`config.mk`:
```
export PLATFORM = sky130hd
export DESIGN_NAME = tlp_arbiter_router
export DESIGN_NICKNAME = d
export VERILOG_FILES = /design/src/rtl/tlp_arbiter_router.sv
export SDC_FILE = /design/constraint.sdc
export NUM_CORES = 1
export LEC_CHECK = 0
export ABC_AREA = 1
export CORE_MARGIN = 8
export CORE_UTILIZATION = 42
export CTS_CLUSTER_DIAMETER = 150
export DETAILED_ROUTE_END_ITERATION = 7
export MAX_ROUTING_LAYER = met4
export PLACE_DENSITY_LB_ADDON = 0.3
export SYNTH_ARGS = -nofsm -noshare
export SYNTH_HDL_FRONTEND = slang
export SYNTH_SLANG_ARGS = --single-unit
```
`constraint.sdc`:
```
create_clock -name clk -period 3.9 [get_ports clk]
set_input_delay 0.585 -clock clk [delete_from_list [all_inputs] [get_ports clk]]
set_output_delay 0.585 -clock clk [all_outputs]
set_load 0.01 [all_outputs]
```
`src/rtl/tlp_arbiter_router.sv`:
```
// Strict-priority arbiter from four show-ahead input FIFOs to four class-routed output FIFOs,
// plus the RESET/INIT/IDLE/ACTIVE control FSM and threshold registers; pop in N, push in N+1.
module tlp_arbiter_router #(
  parameter int DATA_W    = 12,
  parameter int CLASS_LSB = 8
) (
  input  logic              clk,
  input  logic              reset,
  input  logic              init,
  input  logic [2:0]        Umbral_bajo,
  input  logic [2:0]        Umbral_alto,
  input  logic [DATA_W-1:0] data_in0,
  input  logic [DATA_W-1:0] data_in1,
  input  logic [DATA_W-1:0] data_in2,
  input  logic [DATA_W-1:0] data_in3,
  input  logic [3:0]        empty_in,
  input  logic [3:0]        almost_full_out,
  output logic [3:0]        pop_in,
  output logic [3:0]        push_out,
  output logic [DATA_W-1:0] data_out,
  output logic [2:0]        umbral_bajo_q,
  output logic [2:0]        umbral_alto_q,
  output logic [3:0]        state,
  output logic              idle
);

  typedef enum logic [3:0] {
    S_RESET  = 4'b0001,
    S_INIT   = 4'b0010,
    S_IDLE   = 4'b0100,
    S_ACTIVE = 4'b1000
  } state_t;

  state_t            r_state;
  state_t            w_next;
  logic [3:0]        r_push;
  logic [DATA_W-1:0] r_data;
  logic [2:0]        r_bajo;
  logic [2:0]        r_alto;

  logic [DATA_W-1:0] w_word [4];
  logic [1:0]        w_dest [4];
  logic [3:0]        w_elig;
  logic              w_grant;
  logic [1:0]        w_sel;

  assign w_word[0] = data_in0;
  assign w_word[1] = data_in1;
  assign w_word[2] = data_in2;
  assign w_word[3] = data_in3;

  // A blocked high-priority input is skipped rather than stalling the others.
  always_comb begin
    for (int i = 0; i < 4; i++) begin
      w_dest[i] = w_word[i][CLASS_LSB+1:CLASS_LSB];
      w_elig[i] = ~empty_in[i] & ~almost_full_out[w_dest[i]];
    end
  end

  always_comb begin
    w_grant = 1'b0;
    w_sel   = 2'd0;
    for (int i = 3; i >= 0; i--) begin
      if (w_elig[i]) begin
        w_grant = 1'b1;
        w_sel   = 2'(i);
      end
    end
    if (r_state != S_ACTIVE || reset) begin
      w_grant = 1'b0;
    end
  end

  assign pop_in = w_grant ? (4'b0001 << w_sel) : 4'b0000;

  always_comb begin
    w_next = r_state;
    unique case (r_state)
      S_RESET:  w_next = S_INIT;
      S_INIT:   if (!init) w_next = S_IDLE;
      S_IDLE: begin
        if (init)                  w_next = S_INIT;
        else if (empty_in != 4'hF) w_next = S_ACTIVE;
      end
      S_ACTIVE: begin
        if (init)                                 w_next = S_INIT;
        else if (empty_in == 4'hF && !w_grant)    w_next = S_IDLE;
      end
      default:  w_next = S_RESET;
    endcase
  end

  // The push for a grant taken on the edge into INIT still lands, so nothing is dropped.
  always_ff @(posedge clk) begin
    if (reset) begin
      r_state <= S_RESET;
      r_push  <= 4'b0000;
      r_data  <= '0;
      r_bajo  <= 3'd1;
      r_alto  <= 3'd6;
    end else begin
      r_state <= w_next;
      r_push  <= w_grant ? (4'b0001 << w_dest[w_sel]) : 4'b0000;
      if (w_grant) begin
        r_data <= w_word[w_sel];
      end
      if (r_state == S_INIT) begin
        r_bajo <= Umbral_bajo;
        r_alto <= Umbral_alto;
      end
    end
  end

  assign push_out      = r_push;
  assign data_out      = r_data;
  assign umbral_bajo_q = r_bajo;
  assign umbral_alto_q = r_alto;
  assign state         = r_state;
  assign idle          = (r_state == S_IDLE) && (empty_in == 4'hF);

endmodule

```
==> flow_metrics.env, run 1 <==
export IMPL_status="finished clean"
export IMPL_holdBufCountCts=0
export IMPL_cp_endpoint="pop_in[1]"
export IMPL_via_count=2045
export IMPL_htreeDepth=1
export IMPL_fin_setup_tns_ns=0
export IMPL_gp_congestion=0.8816
export IMPL_worstSetupEndpointType="output port"
export IMPL_routed_wl_mm=5.653
export IMPL_nNetsFinal=427
export IMPL_ys_seq_elements=26
export IMPL_cts_inserted_buffers=3
export IMPL_antennaDiodeCount=0
export IMPL_post_route_util=0.7004
export IMPL_yosys_warnings=0
export IMPL_clk_pin_slew_ns=0.09
export IMPL_grt_setup_unrepaired="no"
export IMPL_initial_core_util=0.4322
export IMPL_drv_cap=0
export IMPL_synth_flop_cell="dfxtp_1"
export IMPL_reg2reg_to="umbral_alto_q[0]"
export IMPL_crit_type="in -> out"
export IMPL_start_kind="primary input"
export IMPL_antenna_found_initial=0
export IMPL_fmax_ghz=0.2955
export IMPL_coreArea_um2=3943
export IMPL_overflow=0
export IMPL_clkPwrFrac=0.298
export IMPL_layout_min_cycle_time_ns=3.384
export IMPL_path_max_fanout=14
export IMPL_syn_to_final_growth_pct=62.04
export IMPL_worst_slew_pin_slew_ns=0.6111
export IMPL_p_leak_nw=1.220
export IMPL_cts_buffer_depth=2
export IMPL_drtIter0Drc=76
export IMPL_switching_share=0.2957
export IMPL_syn_inst=267
export IMPL_final_cell_mix="95 x clkdlybuf4s50_1, 81 x nand2_1, 49 x nand3_1, 26 x dfxtp_1, 24 x nor2_1"
export IMPL_async_reset_ff_frac=0
export IMPL_gr_usage_all_layers=0.1867
export IMPL_vias_per_cell=4.976
export IMPL_reg2reg_depth=5
export IMPL_avgSynthCellArea_um2=6.383
export IMPL_seq_area_frac_synth=0.3054
export IMPL_crit_path_start="data_in3[8]"
export IMPL_dp_hpwl_mm=4.589
export IMPL_synth_edff_count=0
export IMPL_synth_cell_type_count=28
export IMPL_slew_viol_final=0
export IMPL_drive_above_1_share=0.1080
export IMPL_rr_startpoint="state[1]"
export IMPL_root_buffer="clkbuf_8"
export IMPL_reg2reg_slack_ns=2.31
export IMPL_clock_sinks=26
export IMPL_p_int_w=0.0005336
export IMPL_ctsResizeCount=0
export IMPL_syn_nets=332
export IMPL_io_buffers=95
export IMPL_io_pins=96
export IMPL_cp_arrival_ns=2.80
export IMPL_grt_pass1_wl_mm=9.390
export IMPL_layout_commonest_cell="clkdlybuf4s50_1"
export IMPL_grt_max_degree=20
export IMPL_relSlewSlack=0.5926
export IMPL_drc=0
export IMPL_drt_pre_antenna_iters=4
export IMPL_final_setup_viol_count=0
export IMPL_seq_area_um2=520.5
export IMPL_cts_tree="yes"
export IMPL_combPwrFrac=0.322
export IMPL_post_drt_wl_per_cell_um=13.75
export IMPL_nFillCells=351
export IMPL_ir_worst_vdd_uv=196.5
export IMPL_powerDensity_nw_per_um2=274.4
export IMPL_final_antenna_net_count=0
export IMPL_rows=23
export IMPL_fp_dieH_um=79.70
export IMPL_period_share=0.8677
export IMPL_finalClockSkew_ns=0.006108
export IMPL_timing_final_hold_violations=0
export IMPL_syn_area_um2=1704
export IMPL_seqPwrFrac=0.380
export IMPL_hp_class="reg -> reg"
export IMPL_die_w_um=79.70
export IMPL_postCtsSetupRepairBufs=0
export IMPL_required_ns=3.31
export IMPL_multi_input_area_um2=1022
export IMPL_first_global_vias=2067
export IMPL_clock_latency_ns=0.28
export IMPL_power_switching_w=0.0002241
export IMPL_dieArea_um2=6352
[cells by family after synthesis]
| group | count (synthesis) | synth area share |
|---|---|---|
| flip-flops | 26 | 0.3054 |
| AO/OA/AOI/OAI | 19 | 0.06167 |
| buffers and inverters | 38 | 0.09472 |
| AND/OR/NAND/NOR | 184 | 0.5382 |
[power by group through the flow]
stage	sequential (W)	clock (W)	combinational, W
2_1_floorplan	0.000298	0	0.000121
3_3_place_gp	0.000293	0	0.000240
3_5_place_dp	0.000293	0	0.000243
4_1_cts	0.000287	0.000230	0.000244
5_1_grt	0.000289	0.000238	0.000269
6_report	0.000288	0.000226	0.000244
[cell usage after synthesis, types with 2 or more instances]
library cell / n / area (um^2)
nor3_1: 2 / 10.01
nor2_2: 3 / 18.77
a21oi_1: 7 / 35.03
nand4_1: 2 / 12.51
nand3_1: 49 / 245.2
dfxtp_1: 26 / 520.5
nor2_4: 4 / 45.04
nand2_2: 6 / 37.54
nand2_4: 6 / 67.56
nor2_1: 24 / 90.09
nand2_1: 81 / 304.0
buf_2: 4 / 20.02
nand3_2: 3 / 30.03
inv_2: 7 / 26.28
inv_1: 23 / 86.33
a211oi_1: 2 / 15.01
o21ai_0: 7 / 35.03
[worst min-delay path by stage]
stage	start	to	cells past startpoint
final	umbral_alto_q[2]	umbral_alto_q[2]	2
after global routing	data_out[9]	data_out[9]	2
after CTS	umbral_alto_q[2]	umbral_alto_q[2]	2
after detailed placement	umbral_alto_q[2]	umbral_alto_q[2]	2
after global placement	umbral_alto_q[2]	umbral_alto_q[2]	2
after floorplan	data_out[8]	data_out[8]	2
[per-layer routing]
metal  track usage  vias to the layer above  wire length (um)
met1        0.2076                      900              2366
met3       0.06869                        9               601
met4       0.05185                        0                88
li1              -                     1042                 -
met2        0.3056                       94              2597
met5             -                        -                 0
[stage by stage]
step,setup WS [ns],hold slack [ns],instances,cell area [um^2],total power [W]
after floorplan,1.705,0.4754,267,1704,0.0004188
after global placement,0.5310,0.4436,407,2690,0.0005327
after detailed placement,0.5257,0.4456,407,2690,0.0005363
after CTS,0.5179,0.4689,411,2761,0.0007620
after global routing,0.3623,0.5058,411,2761,0.0007960
final,0.5159,0.4734,411,2761,0.0007577
[layout make-up]
type / instances / area share
multi-input cells: 203 / 0.3702
flip-flops and latches: 26 / 0.1885
clock buffers: 3 / 0.01495
clock inverters: 1 / 0.01087
inverters: 31 / 0.04304
well taps: 50 / 0.02266
repair buffers: 97 / 0.3498
[state kept, by name, summed over array words and instances (netlist names)]
register	flops
data_out	12
push_out	4
state	4
umbral_alto_q	3
umbral_bajo_q	3
[critical path, cell delays in order]
cell             delay [ns]
clkdlybuf4s50_1        0.53
inv_2                  0.05
nand2_1                0.06
nand2_1                0.05
nand2_1                0.08
inv_2                  0.05
nor2_4                 0.11
nand2_2                0.09
nand2_4                0.10
nand2_4                0.14
nor2_4                 0.18
inv_2                  0.06
nor2_4                 0.14
clkdlybuf4s50_1        0.57
Note: power is estimated with default switching activity, not from simulation.
==> inputs of run 2 (changes only) <==
--- a/config.mk
+++ b/config.mk
@@ -8,7 +8,7 @@
 export ABC_AREA = 1
 export CORE_MARGIN = 8
 export CORE_UTILIZATION = 42
-export CTS_CLUSTER_DIAMETER = 150
+export CTS_CLUSTER_DIAMETER = 40
 export DETAILED_ROUTE_END_ITERATION = 7
 export MAX_ROUTING_LAYER = met4
 export PLACE_DENSITY_LB_ADDON = 0.3
==> results of run 2 <==
The final DEF is identical to that of run 1; final timing and power are the same.
